`src/rtl/pll_scan_cfg.sv`:
```
// PLL reconfiguration engine: encodes M, N and C0..C(NUM_CLK-1) divides into scan words,
// shifts them MSB first into the PLL scan port, pulses configupdate and waits for scan-done.
module pll_scan_cfg #(
   parameter int NUM_CLK = 5,
   parameter int DIV_W   = 8,
   parameter int TIMEOUT = 1024,
   parameter int RST_CYC = 4
) (
   input  logic                     clock,
   input  logic                     rst_n,
   input  logic                     update_req,
   input  logic [DIV_W-1:0]         Mult,
   input  logic [DIV_W-1:0]         div,
   input  logic [NUM_CLK*DIV_W-1:0] clk_div,
   output logic                     busy,
   output logic                     done,
   output logic                     error,
   output logic                     to_pll_scan_clk,
   output logic                     to_pll_scan_ena,
   output logic                     to_pll_scan_data,
   output logic                     to_pll_update,
   output logic                     to_pll_rst,
   input  logic                     from_pll_scan_done
);

   localparam int WW = 2*DIV_W + 2;
   localparam int L  = (NUM_CLK + 2) * WW;
   localparam int BW = $clog2(L);
   localparam int TW = $clog2(TIMEOUT + 1);
   localparam int RW = $clog2(RST_CYC + 1);
   localparam logic [BW-1:0] LAST_BIT = BW'(L - 1);
   localparam logic [TW-1:0] LAST_T   = TW'(TIMEOUT - 1);
   localparam logic [RW-1:0] RST_INIT = RW'(RST_CYC - 1);

   typedef enum logic [2:0] {IDLE, LOAD, SHIFT, UPDATE, WAIT_DONE, FIN, ERR} state_t;

   state_t                     state, state_nxt;
   logic                       phase, phase_nxt;
   logic [BW-1:0]              bit_cnt, bit_cnt_nxt;
   logic [TW-1:0]              tcnt, tcnt_nxt;
   logic [RW-1:0]              rst_cnt;
   logic [L-1:0]               sreg, sreg_nxt, load_word;
   logic                       capture;
   logic [DIV_W-1:0]           mult_q, div_q;
   logic [NUM_CLK*DIV_W-1:0]   cdiv_q;
   logic                       sync_p0, sync_p1;

   // word = {bypass, high, odd, low}; d<=1 is exactly the case floor(d/2)==0
   function automatic logic [WW-1:0] enc(input logic [DIV_W-1:0] d);
      logic [DIV_W-1:0] lo;
      lo = {1'b0, d[DIV_W-1:1]};
      if (lo == '0) return {1'b1, {(WW-1){1'b0}}};
      return {1'b0, lo + DIV_W'(d[0]), d[0], lo};
   endfunction

   always_comb begin
      load_word = '0;
      load_word[L-1 -: WW]    = enc(mult_q);
      load_word[L-1-WW -: WW] = enc(div_q);
      for (int k = 0; k < NUM_CLK; k++)
         load_word[L-1-(k+2)*WW -: WW] = enc(cdiv_q[k*DIV_W +: DIV_W]);
   end

   always_ff @(posedge clock) begin
      if (capture) begin
         mult_q <= Mult;
         div_q  <= div;
         cdiv_q <= clk_div;
      end
   end

   // scan-done crosses from the PLL domain
   always_ff @(posedge clock or negedge rst_n) begin
      if (!rst_n) begin
         sync_p0 <= 1'b0;
         sync_p1 <= 1'b0;
      end else begin
         sync_p0 <= from_pll_scan_done;
         sync_p1 <= sync_p0;
      end
   end

   always_comb begin
      state_nxt   = state;
      phase_nxt   = phase;
      bit_cnt_nxt = bit_cnt;
      tcnt_nxt    = tcnt;
      sreg_nxt    = sreg;
      capture     = 1'b0;
      case (state)
         IDLE: begin
            if (update_req) begin
               capture   = 1'b1;
               state_nxt = LOAD;
            end
         end
         LOAD: begin
            sreg_nxt    = load_word;
            bit_cnt_nxt = '0;
            phase_nxt   = 1'b0;
            state_nxt   = SHIFT;
         end
         SHIFT: begin
            if (!phase) begin
               phase_nxt = 1'b1;
            end else begin
               phase_nxt = 1'b0;
               sreg_nxt  = {sreg[L-2:0], 1'b0};
               if (bit_cnt == LAST_BIT) state_nxt = UPDATE;
               else bit_cnt_nxt = bit_cnt + BW'(1);
            end
         end
         UPDATE: begin
            tcnt_nxt  = '0;
            state_nxt = WAIT_DONE;
         end
         WAIT_DONE: begin
            if (sync_p1) state_nxt = FIN;
            else if (tcnt == LAST_T) state_nxt = ERR;
            else tcnt_nxt = tcnt + TW'(1);
         end
         default: state_nxt = IDLE;
      endcase
   end

   // outputs are registered from the next-state decode so they line up with the state
   always_ff @(posedge clock or negedge rst_n) begin
      if (!rst_n) begin
         state           <= IDLE;
         phase           <= 1'b0;
         bit_cnt         <= '0;
         tcnt            <= '0;
         sreg            <= '0;
         rst_cnt         <= '0;
         busy            <= 1'b0;
         done            <= 1'b0;
         error           <= 1'b0;
         to_pll_scan_clk <= 1'b0;
         to_pll_scan_ena <= 1'b0;
         to_pll_update   <= 1'b0;
         to_pll_rst      <= 1'b1;
      end else begin
         state           <= state_nxt;
         phase           <= phase_nxt;
         bit_cnt         <= bit_cnt_nxt;
         tcnt            <= tcnt_nxt;
         sreg            <= sreg_nxt;
         busy            <= (state_nxt != IDLE);
         done            <= (state_nxt == FIN);
         error           <= (state_nxt == ERR);
         to_pll_scan_clk <= (state_nxt == SHIFT) && phase_nxt;
         to_pll_scan_ena <= (state_nxt == SHIFT);
         to_pll_update   <= (state_nxt == UPDATE);
         if (state_nxt == ERR) begin
            to_pll_rst <= 1'b1;
            rst_cnt    <= RST_INIT;
         end else if (rst_cnt != '0) begin
            rst_cnt <= rst_cnt - RW'(1);
         end else begin
            to_pll_rst <= 1'b0;
         end
      end
   end

   assign to_pll_scan_data = sreg[L-1];

endmodule
```
`config.mk`:
```
export PLATFORM = sky130hd
export DESIGN_NAME = pll_scan_cfg
export DESIGN_NICKNAME = d
export VERILOG_FILES = /design/src/rtl/pll_scan_cfg.sv
export SDC_FILE = /design/constraint.sdc
export NUM_CORES = 1
export LEC_CHECK = 0
export CORE_MARGIN = 5
export CORE_UTILIZATION = 38
export CTS_CLUSTER_DIAMETER = 40
export DETAILED_ROUTE_END_ITERATION = 16
export PLACE_DENSITY = 0.54
export SYNTH_ARGS = -nofsm -noshare
export SYNTH_HDL_FRONTEND = slang
export SYNTH_SLANG_ARGS = --single-unit
```
`constraint.sdc`:
```
create_clock -name clock -period 7.6 [get_ports clock]
set_clock_uncertainty 0.15 [all_clocks]
set_input_delay 1.14 -clock clock [delete_from_list [all_inputs] [get_ports clock]]
set_output_delay 1.14 -clock clock [all_outputs]
set_load 0.02 [all_outputs]
```
==> results of run 1 <==
[logic make-up after synthesis]
group | count (synthesis)
mux | 6
flops | 216
xor+xnor | 25
compound gates | 208
fa+ha+maj | 19
buf+inv | 70
simple gates | 412
[cells in the final DEF, fill, tap and decap left out, types with 8 or more instances in the layout]
cell,count
xnor2_1,16
edfxtp_1,56
nor3_1,22
a221oi_1,42
clkbuf_16,38
o21a_1,13
a31oi_1,52
o21ai_0,27
nor2_1,166
inv_1,13
ha_1,19
a21oi_1,40
nand2_1,141
dfrtp_1,159
clkdlybuf4s50_1,66
nand4_1,12
nand3_1,27
o31ai_1,10
xor2_1,9
a22o_1,8
[sequential cells by signal, indices dropped and copies added, names as in the netlist, 3 cells and up]
register / cells
sreg: 126
cdiv_q: 40
tcnt: 11
div_q: 8
mult_q: 8
bit_cnt: 7
rst_cnt: 3
state: 3
[critical path: cells and delay by family, from the launching register on]
family                 cells  cell delay (ns)
buffers and inverters      1             0.79
flip-flops                 1             0.55
AO/OA/AOI/OAI              2             0.28
AND/OR/NAND/NOR            2             1.10
[synthesized netlist by cell type (19+ instances only)]
library cell and n:
nor2_1 167, dfrtp_1 159, nand2_1 141, edfxtp_1 56
a31oi_1 52, a221oi_1 42, a21oi_1 40, nand3_1 27
o21ai_0 27, clkbuf_1 25, buf_2 23, nor3_1 22
ha_1 19
[report_power, final]
part           internal, mW  switching [mW]
Sequential             1.24          0.0252
Combinational        0.0552          0.0481
Clock                  1.05           0.535
Total                  2.35           0.608
[how the worst max path moves through the flow]
stage | startpoint | slack, ns | depth (start not counted) | end
final | state[2] | 4.56 | 5 | sreg[69]
after global routing | state[2] | 4.20 | 5 | sreg[69]
after CTS | state[2] | 4.57 | 4 | sreg[75]
after detailed placement | state[2] | 4.57 | 4 | sreg[75]
after global placement | state[2] | 4.60 | 5 | sreg[69]
after floorplan | update_req | 1.69 | 1 | cdiv_q[0]
[cell type report]
cell class	instances	area [um2]	area share (%)
sequential	216	5690	48.0
multi-input combinational	670	3770	31.9
clock buffer	49	1030	8.72
timing repair buffer	74	724	6.12
tap	330	413	3.49
clock inverter	14	159	1.34
inverter	13	48.8	0.412
[per-layer routing]
metal | up-vias | wire, um
li1 | 3546 | -
met1 | 3509 | 10300
met2 | 125 | 9620
met3 | 34 | 958
met4 | 0 | 452
met5 | - | 0
[per-stage QoR]
stage | setup slack [ns] | hold slack [ns] | area (um2)
4_1_cts | 4.57 | 0.203 | 11800
2_1_floorplan | 1.69 | 0.181 | 9750
6_report | 4.56 | 0.200 | 11800
3_5_place_dp | 4.57 | 0.193 | 10600
3_3_place_gp | 4.60 | 0.183 | 10600
5_1_grt | 4.20 | 0.222 | 11800
==> reports/results.txt, run 1 <==
The flow ran to the end, and the final reports show no timing, DRC or antenna violations. For met1 alone, demand over resource in global routing was 22.1%. The logs give 39.9% for the headroom to the max-slew limit and 1035 for the post-synthesis net count. The mean cell area of the mapped netlist was 10.2 um2; the slack of the worst reg-to-reg path was 4.56 ns. For the pin with the worst max-slew slack, the measured transition is 0.902 ns. Horizontal die dimension: 170 um. Fill cell total of the finished layout: 2396.

The run gives 46.9% as the share of the core filled with cells. The row count is 58, and the adder and majority cell fraction of the synthesized area is 2.44%. For the largest net degree at the start of global routing, the log shows 92.

Across every metal layer, demand over resource in global routing totals 15.1%. The path with the worst hold slack has its endpoint at sync_p1. The number of antenna diodes in the final layout is 0. The first detailed-routing pass ran for 5 iterations.

The tools report the total negative setup slack as 0 ns. The via count of the first global-routing pass is 7243. For this run, asynchronously set or reset flops after synthesis account for 74.1%. Setup repair after global routing left no endpoint under its margin.

The biggest area contributor in the post-synthesis netlist is dfrtp_1. In this run the deepest clock path goes through 3 buffers. The root buffer cell chosen for the clock tree is clkbuf_16.

The detailed router placed 7214 vias in this run. Setup violations remaining at the end of the flow were counted as 0. The number of library cell types mapped by synthesis was 53. The endpoint identified for the worst register-to-register timing path is sreg[69].

By area the synthesized netlist is led by dfrtp_1, edfxtp_1, nor2_1. Path type of the worst min-delay path: reg2reg. The proportion of layout cells with a drive suffix above 1 is 7.53%, and the met3 track utilization from global routing is 2.74%. Dividing the final minimum period by the clock period gives 40.1%. The first global-routing pass estimated 36700 um of wire. The sequential element share of the synthesized area was 58.3%; the number of remaining DRC errors was 0.

The slowest stage of the critical path belongs to the cell buf_4. The tools report the number of nets in the layout as 1089. Input and output buffers added on the ports amount to 67. Counting flops with a built-in enable in the synthesized netlist gives 56. Synthesis produced 956 cells. The routed wirelength normalized by instance count came out at 15.6 um. Timing would allow up to 0.328 GHz. The die is 170 um tall.

The tools report the peak supply drop as 0.000154 V. The flip-flop and latch count after synthesis was 216; the highest net fanout along the worst path was 89. Routability-driven placement finished with a final weighted congestion of 0.783.

Walking the worst path, the cells encountered are or3b_1 -> nand2_4 -> buf_4 -> a31oi_1 -> o21ai_0. For the worst flop-to-flop path, the logic depth is 5. After clock tree synthesis, the clock-pin slew on the worst setup and hold paths is 0.05 ns. The run gives 25300 um2 as the core area. The clock tree synthesis step divided the H-tree into 2 levels. The top cell type by area accounts for 40.8% of the synthesized area. During I/O placement, the number of pins put on the boundary was 68. The logs give 21300 um for the overall routed net length and 0.49 ns for the clock latency reported for the late side of the worst-skew pair. The portion of synthesized area spent on multiplexers is 0.616%. Clock tree synthesis inserted a total of 35 buffers. The synthesized netlist devotes 2.25% of its cell area to XOR and XNOR gates. The number of antenna violations at the first check in global routing came out at 0.

For this design, the CTS-stage hold fixing added 0 buffers. The tools report the number of slew-limit violations in the final report as 0. Summing every instance area after synthesis gives 9750 um2. Power comes to 2.95 mW. The main combinational cell family by area after synthesis is simple AND/OR/NAND/NOR gates. For the total number of clock tree sinks, the log shows 216. The leakage power figure was 4.76 nW; the placed wire-length estimate after detailed placement was 12900 um. Maximum cell stage delay along the critical path: 0.79 ns. The start point of the worst hold path was sync_p0.

The share of synthesized cell area in and, or, nand and nor gates was 18.8%; the met2 global-route usage was 23.1%. The filler-free cell count of the finished design is 1366. Subtracting the final worst setup slack from the clock period gives 3.04 ns. The tools report the total of cells resized after clock tree synthesis as 0.

The tools report the setup fix buffers added after clock tree synthesis as 0. In the routed layout, each cell is associated on average with a via count of 5.28. Sort of element at the start of the critical path: a register. The die covers 29000 um2. The run gives 7.86 ns as the endpoint required time on the critical path. Most frequently used flop master after synthesis: dfrtp_1. TritonCTS built the clock tree. The worst hold path was traced through 0 stages.

Layer with the highest usage: met2. The Yosys step of the flow raised 0 warnings. The synthesized-area fraction occupied by ao, oa, aoi and oai cells was 14.4%; the remaining global-route overflow was 0. The signed area change from the synthesized netlist to the final layout was 21.4%.

At the worst endpoint, the arrival time is 3.30 ns. The worst setup path is captured at a register. Dividing total power by cell area gives a power density of 249 nW/um2.

The logs give 0 for the remaining antenna violation count and 1303 for the number of cells in the design after placement. In this run the critical register-to-register path is launched from state[2]. The count of max-cap constraint violations is 0. The worst setup path is of the reg2reg kind. The iteration-0 DRC count of the detailed router was 539; the effective utilization at floorplan was 38.6%. The number of hold violations in the final report is 0.
Power figures use the tool's default switching activity.
==> inputs of run 2 (changes only) <==
PLACE_DENSITY = 0.56   (was 0.54)
clock period = 2.8 ns   (was 7.6 ns; I/O delays follow)
==> reports/results.txt, run 2 (synthesized netlist as in run 1, its figures left out) <==
The flow ran to the end, and the final reports show no timing, DRC or antenna violations. In the final design database the tool counted 1113 nets. Type of the setup path with the least slack: reg2reg.

The run gives 0.000561 V as the peak supply drop. The largest registers in the layout are sreg x126, cdiv_q x40, tcnt x11. The worst flop-to-flop path startpoint was state[2]. The total power density per cell area is 687 nW/um2, and the switching power total is 1.75 mW. The startpoint identified for the worst hold timing path is sync_p0. Headroom to the max-slew limit: 47.5%. For the number of slew-limit violations in the final report, the log shows 0. STA classifies the critical path endpoint as a register.

Horizontal die dimension: 170 um. The later pin in the worst-skew pair is clocked with a latency of 0.51 ns. Number of antenna violations at the first check in global routing: 0. In this run the clock root is driven by a clkbuf_16.

The run gives 0 as the number of hold violations in the final report. Setup violations remaining at the end of the flow were counted as 0. 68 I/O pins were placed.

The remaining antenna violation count came out at 0. The endpoint required time on the critical path was 3.08 ns. The weighted congestion reported at the end of routability-driven placement is 0.780. TritonCTS created 37 clock buffers. Derived from the worst setup path, the maximum achievable clock frequency is 0.433 GHz. After clock tree synthesis, the clock-pin slew on the worst setup and hold paths is 0.05 ns. The flip-flop and latch area came out at 5690 um2. The total of cells resized after clock tree synthesis came out at 0. After layout, the minimum clock period comes to 2.31 ns.

Detailed placement ended at an HPWL of 14200 um. Counting along the longest clock path gives a buffer depth of 3. The logs give 3780 um2 for the multi-input logic area and 58 for the row count. In this run the worst path has a maximum fanout of 17. The die is 170 um tall. The logs give 12200 um2 for the design area and 37600 um for the global-route wire length before repair.

Setup repair after global routing left no endpoint under its margin. The mean number of vias per cell was 5.25. The core region is 25300 um2.

For the share of power burned in registers, the log shows 40.9%. The register with the most flip-flops in the final layout is sreg. Number of remaining DRC errors: 0. The number of flip-flops in the largest register works out to 126. The clock tree synthesis step divided the H-tree into 2 levels. Entering global routing, the biggest net connects 87 pins. TritonCTS built the clock tree. Beginning of the critical path: state[2]. The library cell used most frequently in the layout, excluding fill and tap cells, is nor2_1. The slowest stage of the critical path belongs to the cell dfrtp_1.

The internal portion of the total power is 6.64 mW. The detailed-router iteration count before antenna repair is 5. The floorplan step defined a die boundary enclosing 29000 um2. The first routing iteration left 529 violations.

The most numerous cell type found on the critical path is a21oi_1. The routed wirelength normalized by instance count was 15.9 um. The share of the core filled with cells was 48.4%. In this design, the stage delay of the slowest critical-path cell is 0.69 ns. Fill cell total of the finished layout: 2405. For the placement-stage cell area, the log shows 10900 um2. Counting every sink on the clock net gives 216.

The transition time at the pin with the least slew margin is 0.788 ns, and the proportion of layout cells with a drive suffix above 1 is 10.1%. The path type of the worst min-delay path was reg2reg. The effective utilization at floorplan was 38.6%; the share of the clock period used by the worst path after layout was 82.5%. The worst setup path is launched from a register. For the remaining global-route overflow, the log shows 0.

The analysis attributes to cell leakage a power of 4.95 nW. The tools report the antenna diode count as 0. Buffers placed on the I/O ports in this run total 67.

Data on the critical path arrives at its endpoint at 2.59 ns. The switching power share of the total was 20.9%. Global routing used 15.7% of the available tracks. The top cell types in the final layout, fill and taps aside, are nor2_1, dfrtp_1, nand2_1, clkdlybuf4s50_1, edfxtp_1.

The relative contribution of the clock network to total power was 55.5%. The overall routed net length was 22100 um. The signed area change from the synthesized netlist to the final layout is 25.4%, and the count of vias placed by the detailed router is 7317. Across the run, the number of max-cap violations was 0. The tools report the via count of the first global-routing pass as 7324.

In this run, the combinational gates consume 3.5% of the power. The signal on the critical path passes through and4bb_2 -> nor2_4 -> buf_4 -> a21oi_1 -> a21oi_1.
run 2: worst paths after layout:
check,to,cells past startpoint,slack [ns]
worst max-delay path,sreg[32],5,0.49
worst min-delay path,sync_p1,0,0.20
worst max register to register,sreg[32],5,0.49
worst min register to register,sync_p1,0,0.20
max in group asynchronous,sreg[30],3,1.42
min in group asynchronous,rst_cnt[0],2,0.35
run 2: power by group through the flow:
| stage | clock network (mW) | logic (mW) | registers, mW |
|---|---|---|---|
| floorplan | 0 | 0.129 | 3.47 |
| global route | 4.93 | 0.343 | 3.45 |
| finish | 4.66 | 0.295 | 3.44 |
| global placement | 0 | 0.294 | 3.49 |
| CTS | 4.77 | 0.305 | 3.44 |
| detailed placement | 0 | 0.302 | 3.49 |
run 2: area by class of cell:
type,count,share of cell area (%)
clock buffer,47,8.57
inverter,13,0.399
sequential,216,46.5
timing repair buffer,96,8.12
tap,330,3.38
clock inverter,21,2.08
multi-input combinational,670,30.9
run 2: routing by layer:
layer | wire length (um) | vias up | part of all wire [%] | global-route usage, %
li1 | - | 3612 | - | -
met5 | 0 | - | 0 | 0
met3 | 842 | 36 | 3.8 | 2.93
met2 | 10100 | 114 | 46 | 24.1
met1 | 10800 | 3555 | 49 | 22.7
met4 | 434 | 0 | 2.0 | 4.62
run 2: what timing repair did:
action                                 4_1_cts  5_1_grt
buffers inserted                             0        0
endpoints found under the hold margin       69        0
hold buffers                                 1        0
run 2: stage by stage:
stage / power [mW] / hold slack (ns) / cells / TNS [ns] / setup slack, ns
after floorplan: 3.60 / -0.0256 / 956 / -0.163 / -0.00291
after global placement: 3.78 / 0.186 / 1324 / 0 / 0.545
after detailed placement: 3.79 / 0.188 / 1324 / 0 / 0.488
after CTS: 8.51 / 0.202 / 1393 / 0 / 0.476
after global routing: 8.72 / 0.218 / 1393 / 0 / 0.330
final: 8.39 / 0.200 / 1393 / 0 / 0.490
run 2: worst max-delay path, delay by kind of cell, from the launching register on:
family                 cells  cell delay, ns
and+or+nand+nor            2            0.86
AOI/OAI and AO/OA          2            0.22
DFF                        1            0.69
buffers and inverters      1            0.30
